### src/rtl/uart_pkg.sv
// Shared definitions for the UART sample framer.
// Holds the framer FSM encoding, the default sync marker and the sample payload layout.
package uart_pkg;

  localparam int unsigned BYTE_W   = 8;
  localparam int unsigned SAMPLE_W = 16;

  localparam logic [BYTE_W-1:0] SYNC_BYTE_DEFAULT = 8'hA5;

  // Frame parser states
  typedef enum logic [2:0] {
    HUNT = 3'd0,
    LO   = 3'd1,
    HI   = 3'd2,
    CSUM = 3'd3,
    HOLD = 3'd4
  } state_t;

  // One little-endian audio sample as stored in the frame buffer
  typedef struct packed {
    logic [BYTE_W-1:0] hi;
    logic [BYTE_W-1:0] lo;
  } sample_t;

endpackage

### src/rtl/uart_sample_framer_if.sv
// Byte-stream, frame-status and read-port bundle of the UART sample framer.
// Signals:
//   byte_valid/byte_data : received byte strobe and value (from uart_rx)
//   frame_valid          : a checked frame is held in the buffer
//   frame_ack            : consumer releases the held frame
//   rd_addr/rd_data      : random-access sample read, 1-cycle latency
//   csum_err/overrun/timeout : one-cycle status pulses
// Modports: slave = framer, master = producer/consumer side.
interface uart_sample_framer_if #(
  parameter int unsigned FRAME_SAMPLES = 64
) ();

  localparam int unsigned ADDR_W = $clog2(FRAME_SAMPLES);

  logic                          byte_valid;
  logic [uart_pkg::BYTE_W-1:0]   byte_data;
  logic                          frame_valid;
  logic                          frame_ack;
  logic [ADDR_W-1:0]             rd_addr;
  logic [uart_pkg::SAMPLE_W-1:0] rd_data;
  logic                          csum_err;
  logic                          overrun;
  logic                          timeout;

  modport slave (
    input  byte_valid, byte_data, frame_ack, rd_addr,
    output frame_valid, rd_data, csum_err, overrun, timeout
  );

  modport master (
    output byte_valid, byte_data, frame_ack, rd_addr,
    input  frame_valid, rd_data, csum_err, overrun, timeout
  );

endinterface

### src/rtl/frame_buffer_ram.sv
// Simple dual-port sample buffer: one write port, one registered read port.
// Ports:
//   clk, resetn       : clock and async active-low reset (read register only)
//   wr_en/wr_addr/wr_data : synchronous sample write
//   rd_addr/rd_data   : registered read, 1-cycle latency
module frame_buffer_ram
  import uart_pkg::*;
#(
  parameter int unsigned DEPTH = 64,
  localparam int unsigned ADDR_W = $clog2(DEPTH)
) (
  input  logic                clk,
  input  logic                resetn,
  input  logic                wr_en,
  input  logic [ADDR_W-1:0]   wr_addr,
  input  logic [SAMPLE_W-1:0] wr_data,
  input  logic [ADDR_W-1:0]   rd_addr,
  output logic [SAMPLE_W-1:0] rd_data
);

  logic [SAMPLE_W-1:0] mem [DEPTH];

  // Storage array has no reset so it maps onto block RAM
  always_ff @(posedge clk) begin
    if (wr_en) begin
      mem[wr_addr] <= wr_data;
    end
  end

  // Read output register; a same-cycle write to rd_addr returns the old word
  always_ff @(posedge clk or negedge resetn) begin
    if (!resetn) begin
      rd_data <= '0;
    end else begin
      rd_data <= mem[rd_addr];
    end
  end

endmodule

### src/rtl/uart_sample_framer.sv
// Frame parser behind uart_rx: hunts for the sync byte, assembles little-endian
// 16-bit samples into a frame buffer, checks the XOR checksum and holds good
// frames until the consumer acknowledges them.
// Ports:
//   clk, resetn : clock, async active-low reset
//   bus (slave) : byte stream in, frame status/pulses out, sample read port
module uart_sample_framer
  import uart_pkg::*;
#(
  parameter int unsigned        FRAME_SAMPLES  = 64,
  parameter int unsigned        TIMEOUT_CYCLES = 4400,
  parameter logic [BYTE_W-1:0]  SYNC_BYTE      = SYNC_BYTE_DEFAULT
) (
  input  logic                 clk,
  input  logic                 resetn,
  uart_sample_framer_if.slave  bus
);

  localparam int unsigned ADDR_W = $clog2(FRAME_SAMPLES);
  localparam int unsigned TMO_W  = $clog2(TIMEOUT_CYCLES + 1);

  localparam logic [ADDR_W-1:0] LAST_IDX = ADDR_W'(FRAME_SAMPLES - 1);
  localparam logic [TMO_W-1:0]  TMO_LAST = TMO_W'(TIMEOUT_CYCLES - 1);

  state_t              state_q, state_d;
  logic [ADDR_W-1:0]   idx_q, idx_d;
  logic [BYTE_W-1:0]   lo_q, lo_d;
  logic [BYTE_W-1:0]   xor_q, xor_d;
  logic [TMO_W-1:0]    tmo_q, tmo_d;
  logic                frame_valid_q;
  logic                csum_err_q, csum_err_d;
  logic                overrun_q, overrun_d;
  logic                timeout_q, timeout_d;

  logic                wr_en_c;
  sample_t             wr_data_c;
  logic [SAMPLE_W-1:0] rd_data_c;

  logic                in_frame_c;
  logic                is_sync_c;

  assign in_frame_c = (state_q == LO) || (state_q == HI) || (state_q == CSUM);
  assign is_sync_c  = bus.byte_valid && (bus.byte_data == SYNC_BYTE);

  // Next-state, datapath and status-pulse logic
  always_comb begin
    state_d    = state_q;
    idx_d      = idx_q;
    lo_d       = lo_q;
    xor_d      = xor_q;
    tmo_d      = tmo_q;
    csum_err_d = 1'b0;
    overrun_d  = 1'b0;
    timeout_d  = 1'b0;
    wr_en_c    = 1'b0;
    wr_data_c  = '{hi: bus.byte_data, lo: lo_q};

    // Idle-gap watchdog inside a frame; any accepted byte restarts it
    if (in_frame_c) begin
      if (bus.byte_valid) begin
        tmo_d = '0;
      end else if (tmo_q == TMO_LAST) begin
        timeout_d = 1'b1;
        state_d   = HUNT;
      end else begin
        tmo_d = tmo_q + TMO_W'(1);
      end
    end

    case (state_q)
      HUNT: begin
        if (is_sync_c) begin
          idx_d   = '0;
          xor_d   = '0;
          tmo_d   = '0;
          state_d = LO;
        end
      end
      LO: begin
        if (bus.byte_valid) begin
          lo_d    = bus.byte_data;
          xor_d   = xor_q ^ bus.byte_data;
          state_d = HI;
        end
      end
      HI: begin
        if (bus.byte_valid) begin
          wr_en_c = 1'b1;
          xor_d   = xor_q ^ bus.byte_data;
          if (idx_q == LAST_IDX) begin
            state_d = CSUM;
          end else begin
            idx_d   = idx_q + ADDR_W'(1);
            state_d = LO;
          end
        end
      end
      CSUM: begin
        if (bus.byte_valid) begin
          if (bus.byte_data == xor_q) begin
            state_d = HOLD;
          end else begin
            csum_err_d = 1'b1;
            state_d    = HUNT;
          end
        end
      end
      HOLD: begin
        // Ack wins over a coincident byte, so a sync in that cycle is not an overrun
        if (bus.frame_ack) begin
          state_d = HUNT;
        end else if (is_sync_c) begin
          overrun_d = 1'b1;
        end
      end
      default: begin
        state_d = HUNT;
      end
    endcase
  end

  // State and registered outputs
  always_ff @(posedge clk or negedge resetn) begin
    if (!resetn) begin
      state_q       <= HUNT;
      idx_q         <= '0;
      lo_q          <= '0;
      xor_q         <= '0;
      tmo_q         <= '0;
      frame_valid_q <= 1'b0;
      csum_err_q    <= 1'b0;
      overrun_q     <= 1'b0;
      timeout_q     <= 1'b0;
    end else begin
      state_q       <= state_d;
      idx_q         <= idx_d;
      lo_q          <= lo_d;
      xor_q         <= xor_d;
      tmo_q         <= tmo_d;
      frame_valid_q <= (state_d == HOLD);
      csum_err_q    <= csum_err_d;
      overrun_q     <= overrun_d;
      timeout_q     <= timeout_d;
    end
  end

  frame_buffer_ram #(
    .DEPTH (FRAME_SAMPLES)
  ) u_ram (
    .clk     (clk),
    .resetn  (resetn),
    .wr_en   (wr_en_c),
    .wr_addr (idx_q),
    .wr_data (wr_data_c),
    .rd_addr (bus.rd_addr),
    .rd_data (rd_data_c)
  );

  assign bus.frame_valid = frame_valid_q;
  assign bus.rd_data     = rd_data_c;
  assign bus.csum_err    = csum_err_q;
  assign bus.overrun     = overrun_q;
  assign bus.timeout     = timeout_q;

endmodule

### src/flat_wrapper.sv
// flat-port wrapper written by rule: the top's interface ports become plain ports
module uart_sample_framer_flat import uart_pkg::*;
#(
  parameter int unsigned        FRAME_SAMPLES  = 64,
  parameter int unsigned        TIMEOUT_CYCLES = 4400,
  parameter logic [BYTE_W-1:0]  SYNC_BYTE      = SYNC_BYTE_DEFAULT
)
  (clk, resetn, bus_byte_valid, bus_byte_data, bus_frame_ack, bus_rd_addr, bus_frame_valid, bus_rd_data, bus_csum_err, bus_overrun, bus_timeout);
  uart_sample_framer_if #(.FRAME_SAMPLES(FRAME_SAMPLES)) bus_i ();
  input  logic clk;
  input  logic resetn;
  input wire logic [$bits(bus_i.byte_valid)-1:0] bus_byte_valid;
  input wire logic [$bits(bus_i.byte_data)-1:0] bus_byte_data;
  input wire logic [$bits(bus_i.frame_ack)-1:0] bus_frame_ack;
  input wire logic [$bits(bus_i.rd_addr)-1:0] bus_rd_addr;
  output wire logic [$bits(bus_i.frame_valid)-1:0] bus_frame_valid;
  output wire logic [$bits(bus_i.rd_data)-1:0] bus_rd_data;
  output wire logic [$bits(bus_i.csum_err)-1:0] bus_csum_err;
  output wire logic [$bits(bus_i.overrun)-1:0] bus_overrun;
  output wire logic [$bits(bus_i.timeout)-1:0] bus_timeout;
  assign bus_i.byte_valid = bus_byte_valid;
  assign bus_i.byte_data = bus_byte_data;
  assign bus_i.frame_ack = bus_frame_ack;
  assign bus_i.rd_addr = bus_rd_addr;
  assign bus_frame_valid = bus_i.frame_valid;
  assign bus_rd_data = bus_i.rd_data;
  assign bus_csum_err = bus_i.csum_err;
  assign bus_overrun = bus_i.overrun;
  assign bus_timeout = bus_i.timeout;
  uart_sample_framer #(.FRAME_SAMPLES(FRAME_SAMPLES), .TIMEOUT_CYCLES(TIMEOUT_CYCLES), .SYNC_BYTE(SYNC_BYTE)) u_core (.clk(clk), .resetn(resetn), .bus(bus_i));
endmodule
### config.mk
export PLATFORM = sky130hd
export DESIGN_NAME = uart_sample_framer_flat
export DESIGN_NICKNAME = d
export VERILOG_FILES = /design/src/rtl/uart_pkg.sv /design/src/rtl/uart_sample_framer_if.sv /design/src/rtl/frame_buffer_ram.sv /design/src/rtl/uart_sample_framer.sv /design/src/flat_wrapper.sv
export SDC_FILE = /design/constraint.sdc
export NUM_CORES = 1
export LEC_CHECK = 0
export ABC_AREA = 1
export CELL_PAD_IN_SITES_DETAIL_PLACEMENT = 1
export CELL_PAD_IN_SITES_GLOBAL_PLACEMENT = 1
export CORE_UTILIZATION = 40
export DETAILED_ROUTE_END_ITERATION = 16
export PLACE_DENSITY_LB_ADDON = 0.1
export SLEW_MARGIN = 20
export SYNTH_ARGS = -nofsm -noshare
export SYNTH_HDL_FRONTEND = slang
export SYNTH_HIERARCHICAL = 1
export SYNTH_SLANG_ARGS = --single-unit
### constraint.sdc
create_clock -name clk -period 3.84 [get_ports clk]
set_input_delay 0.384 -clock clk [delete_from_list [all_inputs] [get_ports clk]]
set_output_delay 0.384 -clock clk [all_outputs]
set_load 0.05 [all_outputs]
==> flow_metrics.py, run 1 <==
metrics = {
    "timing": {
        "rsz0062_at_grt": "false",
        "fin_crit_ns": 2.515,
        "fmax_mhz": 397.6,
        "fin_tns_setup_ns": 0,
        "fin_crit_sh": 0.6550,
        "hold_viol_final": 0,
        "tightest_slew_ns": 1.056,
        "slew_violations": 0,
        "clock_skew_ns": 0.01743,
        "setup_viol": 0,
        "slew_headroom": 0.2957,
    },
    "worst_setup_path": {
        "path_buf_inv": 1,
        "critical_path.slowest_cell": "clkdlybuf4s50_1",
        "worstPathRequired_ns": 3.46,
        "cpPeakStageDelay_ns": 0.88,
        "critPathTopFamily": "buffers and inverters",
        "cp.arrival_ns": 2.13,
        "worstSetupStartpointType": "flop",
        "end_kind": "output pin",
        "cp_max_fo": 1,
        "crit_chain": "clkdlybuf4s50_1",
        "critical_path_class": "flop to output pin",
    },
    "floorplan": {
        "start_util": 0.4037,
        "io_pins": 38,
        "core.rowCount": 122,
        "fp.dieArea_sq_um": 113000,
        "die_w_um": 336.2,
        "die_y_um": 336.2,
        "core_sq_um": 110700,
    },
    "clocking": {
        "cts_tree": "yes",
        "numClockSinks": 1082,
        "htreeDepth": 3,
        "worstSkewPairLatency_ns": 0.70,
        "cts_root_buf": "clkbuf_16",
        "cts_made_buffers": 116,
        "cts.clk_slew.worst_paths_ns": 0.06,
        "cts.path.max_buffers": 3,
        "cts_resized": 0,
    },
    "yosys": {
        "synth-seq-area-share": 0.7207,
        "avgSynthCellArea_sq_um": 11.68,
        "syn_inst": 3826,
        "syn_nets": 3846,
        "synth_edf_count": 1024,
        "yosys_warnings": 6,
        "ys_types": 42,
        "syn_area_sq_um": 44680,
        "synthArstFlopShare": 0.05360,
        "ys_ff_latch": 1082,
        "synth-main-ff-cell": "edfxtp_1",
    },
    "placed_design": {
        "placedCellCount": 5257,
        "dpl_cell_area_sq_um": 46780,
        "gp_congestion": 0.8149,
        "io_buffers": 37,
        "dp_hpwl_mm": 82.10,
    },
    "power": {
        "combPwrFrac": 0.099,
        "p_sw_w": 0.007692,
        "pwr-share-clk": 0.382,
        "power_density_nw_per_um2": 566.4,
        "ir_drop_mv": 0.4645,
        "seqPwrFrac": 0.519,
        "p_int_w": 0.02093,
        "switching_share": 0.2687,
        "power.leakage_nw": 18.28,
    },
    "global_routing": {
        "grt_first_pass_wirelength_mm": 200.1,
        "grt_pass1_vias": 29789,
        "grt_usage": 0.2429,
        "grt_overflow_total": 0,
        "antenna_found_initial": 5,
        "grt_max_degree": 153,
    },
    "flow_run": {
        "drv_cap": 0,
    },
    "layout": {
        "final_common_cell": "nand2_1",
        "drive_gt1_frac": 0.09867,
        "finalNonFillerCells": 5482,
        "final_area_sq_um": 50530,
        "nets": 3910,
        "final_cell_mix": "nand2_1, edfxtp_1, nand3_1",
        "synthToLayoutAreaGrowth_pct": 13.10,
        "fill_cells": 11609,
    },
    "routing": {
        "wl_per_cell_um": 24.78,
        "drc": 0,
        "drtPass1Iterations": 5,
        "ant_nets": 0,
        "via_count": 29114,
        "avgViaCountPerCell": 5.311,
        "drt_iter0_drc": 2457,
        "drt_wl_total_mm": 135.8,
    },
    "status": {
        "status": "finished clean",
    },
    "min_path": {
        "hp-class": "primary input to flop",
    },
}
==> layout make-up <==
class	count	area (sq um)	share of cell area
flip-flops and latches	1082	32220	0.6377
multi-input cells	2471	10920	0.2160
clock buffers	155	3173	0.06279
well taps	1488	1862	0.03684
repair buffers	175	1603	0.03172
clock inverters	66	544.3	0.01077
inverters	44	209.0	0.004135
diodes	1	2.502	0.00004952
==> state kept, by name, indices dropped and copies added (netlist names), 3 cells and up <==
name,cells
u_core/u_ram/rd_data,16
u_core/u_ram/mem,1024
u_core/xor_q,8
u_core/idx_q,6
u_core/lo_q,8
u_core/state_q,3
u_core/tmo_q,13
==> final timing paths <==
kind                                                     from                                  to  slack [ns]  cells past startpoint
min in group asynchronous                              resetn         u_core/xor_q[6]$_DFFE_PN0P_        0.35                      2
setup reg to reg                  u_core/state_q[0]$_DFF_PN0_   u_core/u_ram/mem[25][9]$_DFFE_PP_        1.38                      8
max in group asynchronous                              resetn          u_core/lo_q[3]$_DFFE_PN0P_        2.83                      2
hold reg to reg                   u_core/xor_q[0]$_DFFE_PN0P_         u_core/xor_q[0]$_DFFE_PN0P_        0.51                      2
setup / recovery           u_core/u_ram/rd_data[13]$_DFF_PN0_                     bus_rd_data[13]        1.32                      1
hold / removal                               bus_byte_data[4]  u_core/u_ram/mem[50][12]$_DFFE_PP_        0.14                      1
==> cell usage after synthesis, types with 6 or more instances <==
master | n | area, sq um
buf_4 | 15 | 112.6
inv_2 | 11 | 41.29
buf_1 | 20 | 75.07
nand2_1 | 1380 | 5180
nand2_2 | 8 | 50.05
nand4_1 | 16 | 100.1
dfrtp_1 | 58 | 1451
nand2_4 | 6 | 67.56
nor3_1 | 9 | 45.04
clkbuf_1 | 20 | 75.07
a21oi_1 | 6 | 30.03
buf_6 | 50 | 563.0
edfxtp_1 | 1024 | 30750
nor4_1 | 8 | 50.05
inv_1 | 30 | 112.6
o21ai_2 | 6 | 52.55
nand3_1 | 886 | 4434
xor2_1 | 10 | 87.58
nor2_1 | 93 | 349.1
buf_2 | 122 | 610.6
==> power by group through the flow <==
stage,logic [W],registers (W),clock network (W)
after floorplan,0.00150,0.0147,0
after global placement,0.00284,0.0151,0
after detailed placement,0.00286,0.0152,0
after CTS,0.00288,0.0149,0.0112
after global routing,0.00308,0.0149,0.0116
final,0.00284,0.0149,0.0109
==> routing by layer <==
layer | up-vias | GRT usage | share of wire
met5 | - | 0 | 0
met4 | 0 | 0.07199 | 0.026
met3 | 165 | 0.03558 | 0.049
met2 | 639 | 0.3864 | 0.47
met1 | 14796 | 0.3446 | 0.46
li1 | 13514 | - | -
==> cell families (layout without fill, tap and decap cells) <==
kind of cell,count (synthesis),after routing,share of synthesized area
buf+inv,273,440,0.03697
fa+ha+maj,2,2,0.0005600
mux,4,4,0.001008
compound gates,27,27,0.004257
other cells,0,1,0
xor+xnor,14,14,0.002744
flops,1082,1082,0.7207
simple gates,2424,2424,0.2337
==> through the flow <==
stage / hold slack, ns / total power [W] / setup WS (ns) / utilization
after floorplan: 0.08841 / 0.01622 / 0.3155 / -
after global placement: 0.4853 / 0.01797 / 0.8428 / 0.4227
after detailed placement: 0.4982 / 0.01802 / 0.7922 / 0.4227
after CTS: 0.09178 / 0.02897 / 1.285 / 0.4566
after global routing: 0.1156 / 0.02961 / 1.229 / 0.4566
final: 0.1404 / 0.02862 / 1.325 / 0.4566
==> timing repair <==
action,in CTS,in global routing
hold buffers,3,0
hold endpoints to repair,60,0
buffers inserted,0,0
Note: power is estimated with default switching activity, not from simulation.
==> run 2: changes to the inputs <==
==> constraint.sdc (replaced) <==
create_clock -name clk -period 2.5 [get_ports clk]
set_input_delay 0.25 -clock clk [delete_from_list [all_inputs] [get_ports clk]]
set_output_delay 0.25 -clock clk [all_outputs]
set_load 0.05 [all_outputs]
==> flow_metrics.py, run 2 (synthesis gave the netlist of run 1 again) <==
metrics = {
    "status": {
        "status": "finished clean",
    },
    "timing": {
        "fmax_mhz": 412.5,
        "slew_headroom": 0.3640,
        "hold_viol_final": 0,
        "fin_crit_ns": 2.424,
        "fin_tns_setup_ns": 0,
        "tightest_slew_ns": 0.9540,
        "rsz0062_at_grt": "false",
        "hold_slack_ns": 0.07471,
        "fin_crit_sh": 0.9697,
        "setup_viol": 0,
        "clock_skew_ns": 0.03088,
        "slew_violations": 0,
    },
    "layout": {
        "drive_gt1_frac": 0.1274,
        "fin_util": 0.4720,
        "fill_cells": 11504,
        "nets": 4013,
        "largest_reg_flops": 1024,
        "largest_register": "u_core/u_ram/mem",
        "synthToLayoutAreaGrowth_pct": 16.90,
        "top_regs": "u_core/u_ram/mem x1024, u_core/u_ram/rd_data x16, u_core/tmo_q x13",
        "final_common_cell": "nand2_1",
        "final_cell_mix": "nand2_1, edfxtp_1, nand3_1",
    },
    "routing": {
        "avgViaCountPerCell": 5.378,
        "drtPass1Iterations": 5,
        "via_count": 29996,
        "drc": 0,
        "wl_per_cell_um": 25.57,
        "drt_iter0_drc": 2953,
        "ant_nets": 0,
        "drt_wl_total_mm": 142.6,
    },
    "power": {
        "power.leakage_nw": 19.03,
        "ir_drop_mv": 0.6987,
        "pwr-share-clk": 0.374,
        "power_density_nw_per_um2": 856.1,
        "p_sw_w": 0.01220,
        "seqPwrFrac": 0.494,
        "p_int_w": 0.03252,
        "combPwrFrac": 0.132,
        "switching_share": 0.2727,
    },
    "floorplan": {
        "die_w_um": 336.2,
        "core.rowCount": 122,
        "start_util": 0.4037,
        "fp.dieArea_sq_um": 113000,
        "die_y_um": 336.2,
        "io_pins": 38,
        "core_sq_um": 110700,
    },
    "placed_design": {
        "dp_hpwl_mm": 91.14,
        "io_buffers": 37,
        "gp_congestion": 0.8331,
    },
    "clocking": {
        "htreeDepth": 3,
        "cts.clk_slew.worst_paths_ns": 0.06,
        "cts_resized": 0,
        "cts_hold_buffers": 6,
        "post-cts-setup-buffer-count": 0,
        "cts.path.max_buffers": 3,
        "worstSkewPairLatency_ns": 0.72,
        "cts_root_buf": "clkbuf_16",
        "cts_tree": "yes",
        "cts_made_buffers": 116,
        "numClockSinks": 1082,
    },
    "min_path": {
        "worstHoldPathCells": 1,
        "hp-class": "primary input to flop",
    },
    "global_routing": {
        "grt_overflow_total": 0,
        "antenna_found_initial": 4,
        "grt_usage": 0.2535,
        "grt_first_pass_wirelength_mm": 207.1,
        "grt_pass1_vias": 30208,
        "grt_max_degree": 84,
    },
    "worst_setup_path": {
        "crit_chain": "clkdlybuf4s50_1",
        "cp.arrival_ns": 2.17,
        "critical_path_class": "flop to output pin",
        "critical_path.slowest_cell": "clkdlybuf4s50_1",
        "worstSetupStartpointType": "flop",
        "end_kind": "output pin",
        "cpPeakStageDelay_ns": 0.89,
        "worstPathRequired_ns": 2.25,
        "cp_max_fo": 1,
        "rr_worst_depth": 7,
        "critPathTopFamily": "buffers and inverters",
        "cp.depth": 1,
        "path_buf_inv": 1,
    },
    "flow_run": {
        "drv_cap": 0,
    },
}
-- run 2: worst paths after layout --
check | to | slack, ns | startpoint
min in group asynchronous | u_core/bus.frame_valid$_DFF_PN0_ | 0.19 | resetn
min | u_core/u_ram/mem[58][13]$_DFFE_PP_ | 0.07 | bus_byte_data[5]
min reg2reg | u_core/xor_q[1]$_DFFE_PN0P_ | 0.50 | u_core/xor_q[1]$_DFFE_PN0P_
max | bus_rd_data[13] | 0.08 | u_core/u_ram/rd_data[13]$_DFF_PN0_
max reg2reg | u_core/u_ram/mem[11][9]$_DFFE_PP_ | 0.23 | u_core/state_q[2]$_DFF_PN0_
max in group asynchronous | u_core/lo_q[6]$_DFFE_PN0P_ | 1.61 | resetn
-- run 2: layout make-up --
cell class | instances | area, sq um | share of cell area
multi-input combinational | 2471 | 11060 | 0.2117
clock inverter | 60 | 514.2 | 0.009846
antenna | 2 | 5.005 | 0.00009582
sequential | 1082 | 32210 | 0.6167
timing repair buffer | 278 | 3247 | 0.06216
inverter | 44 | 201.4 | 0.003857
clock buffer | 153 | 3134 | 0.06001
tap | 1488 | 1862 | 0.03565
-- run 2: layer usage --
metal / global-route usage / part of all wire / vias to the layer above
li1: - / - / 13754
met1: 0.3676 / 0.45 / 15300
met2: 0.3952 / 0.46 / 793
met3: 0.03697 / 0.060 / 149
met4: 0.07325 / 0.025 / 0
met5: 0 / 0 / -
-- run 2: stage by stage --
stage | worst slack [ns] | total power (W) | area [sq um] | cells
finish | 0.07585 | 0.04472 | 52230 | 5578
global route | 0.07694 | 0.04613 | 52230 | 5576
CTS | 0.08511 | 0.04512 | 52230 | 5576
detailed placement | 0.1854 | 0.02843 | 48520 | 5357
global placement | 0.1775 | 0.02830 | 48520 | 5357
floorplan | -0.3298 | 0.02496 | 44900 | 3826
-- run 2: power by group through the flow --
stage	Combinational [W]	Clock (W)	Sequential [W]
floorplan	0.00235	0	0.0226
global placement	0.00582	0	0.0225
detailed placement	0.00592	0	0.0225
CTS	0.00594	0.0170	0.0221
global route	0.00628	0.0177	0.0222
finish	0.00588	0.0167	0.0221
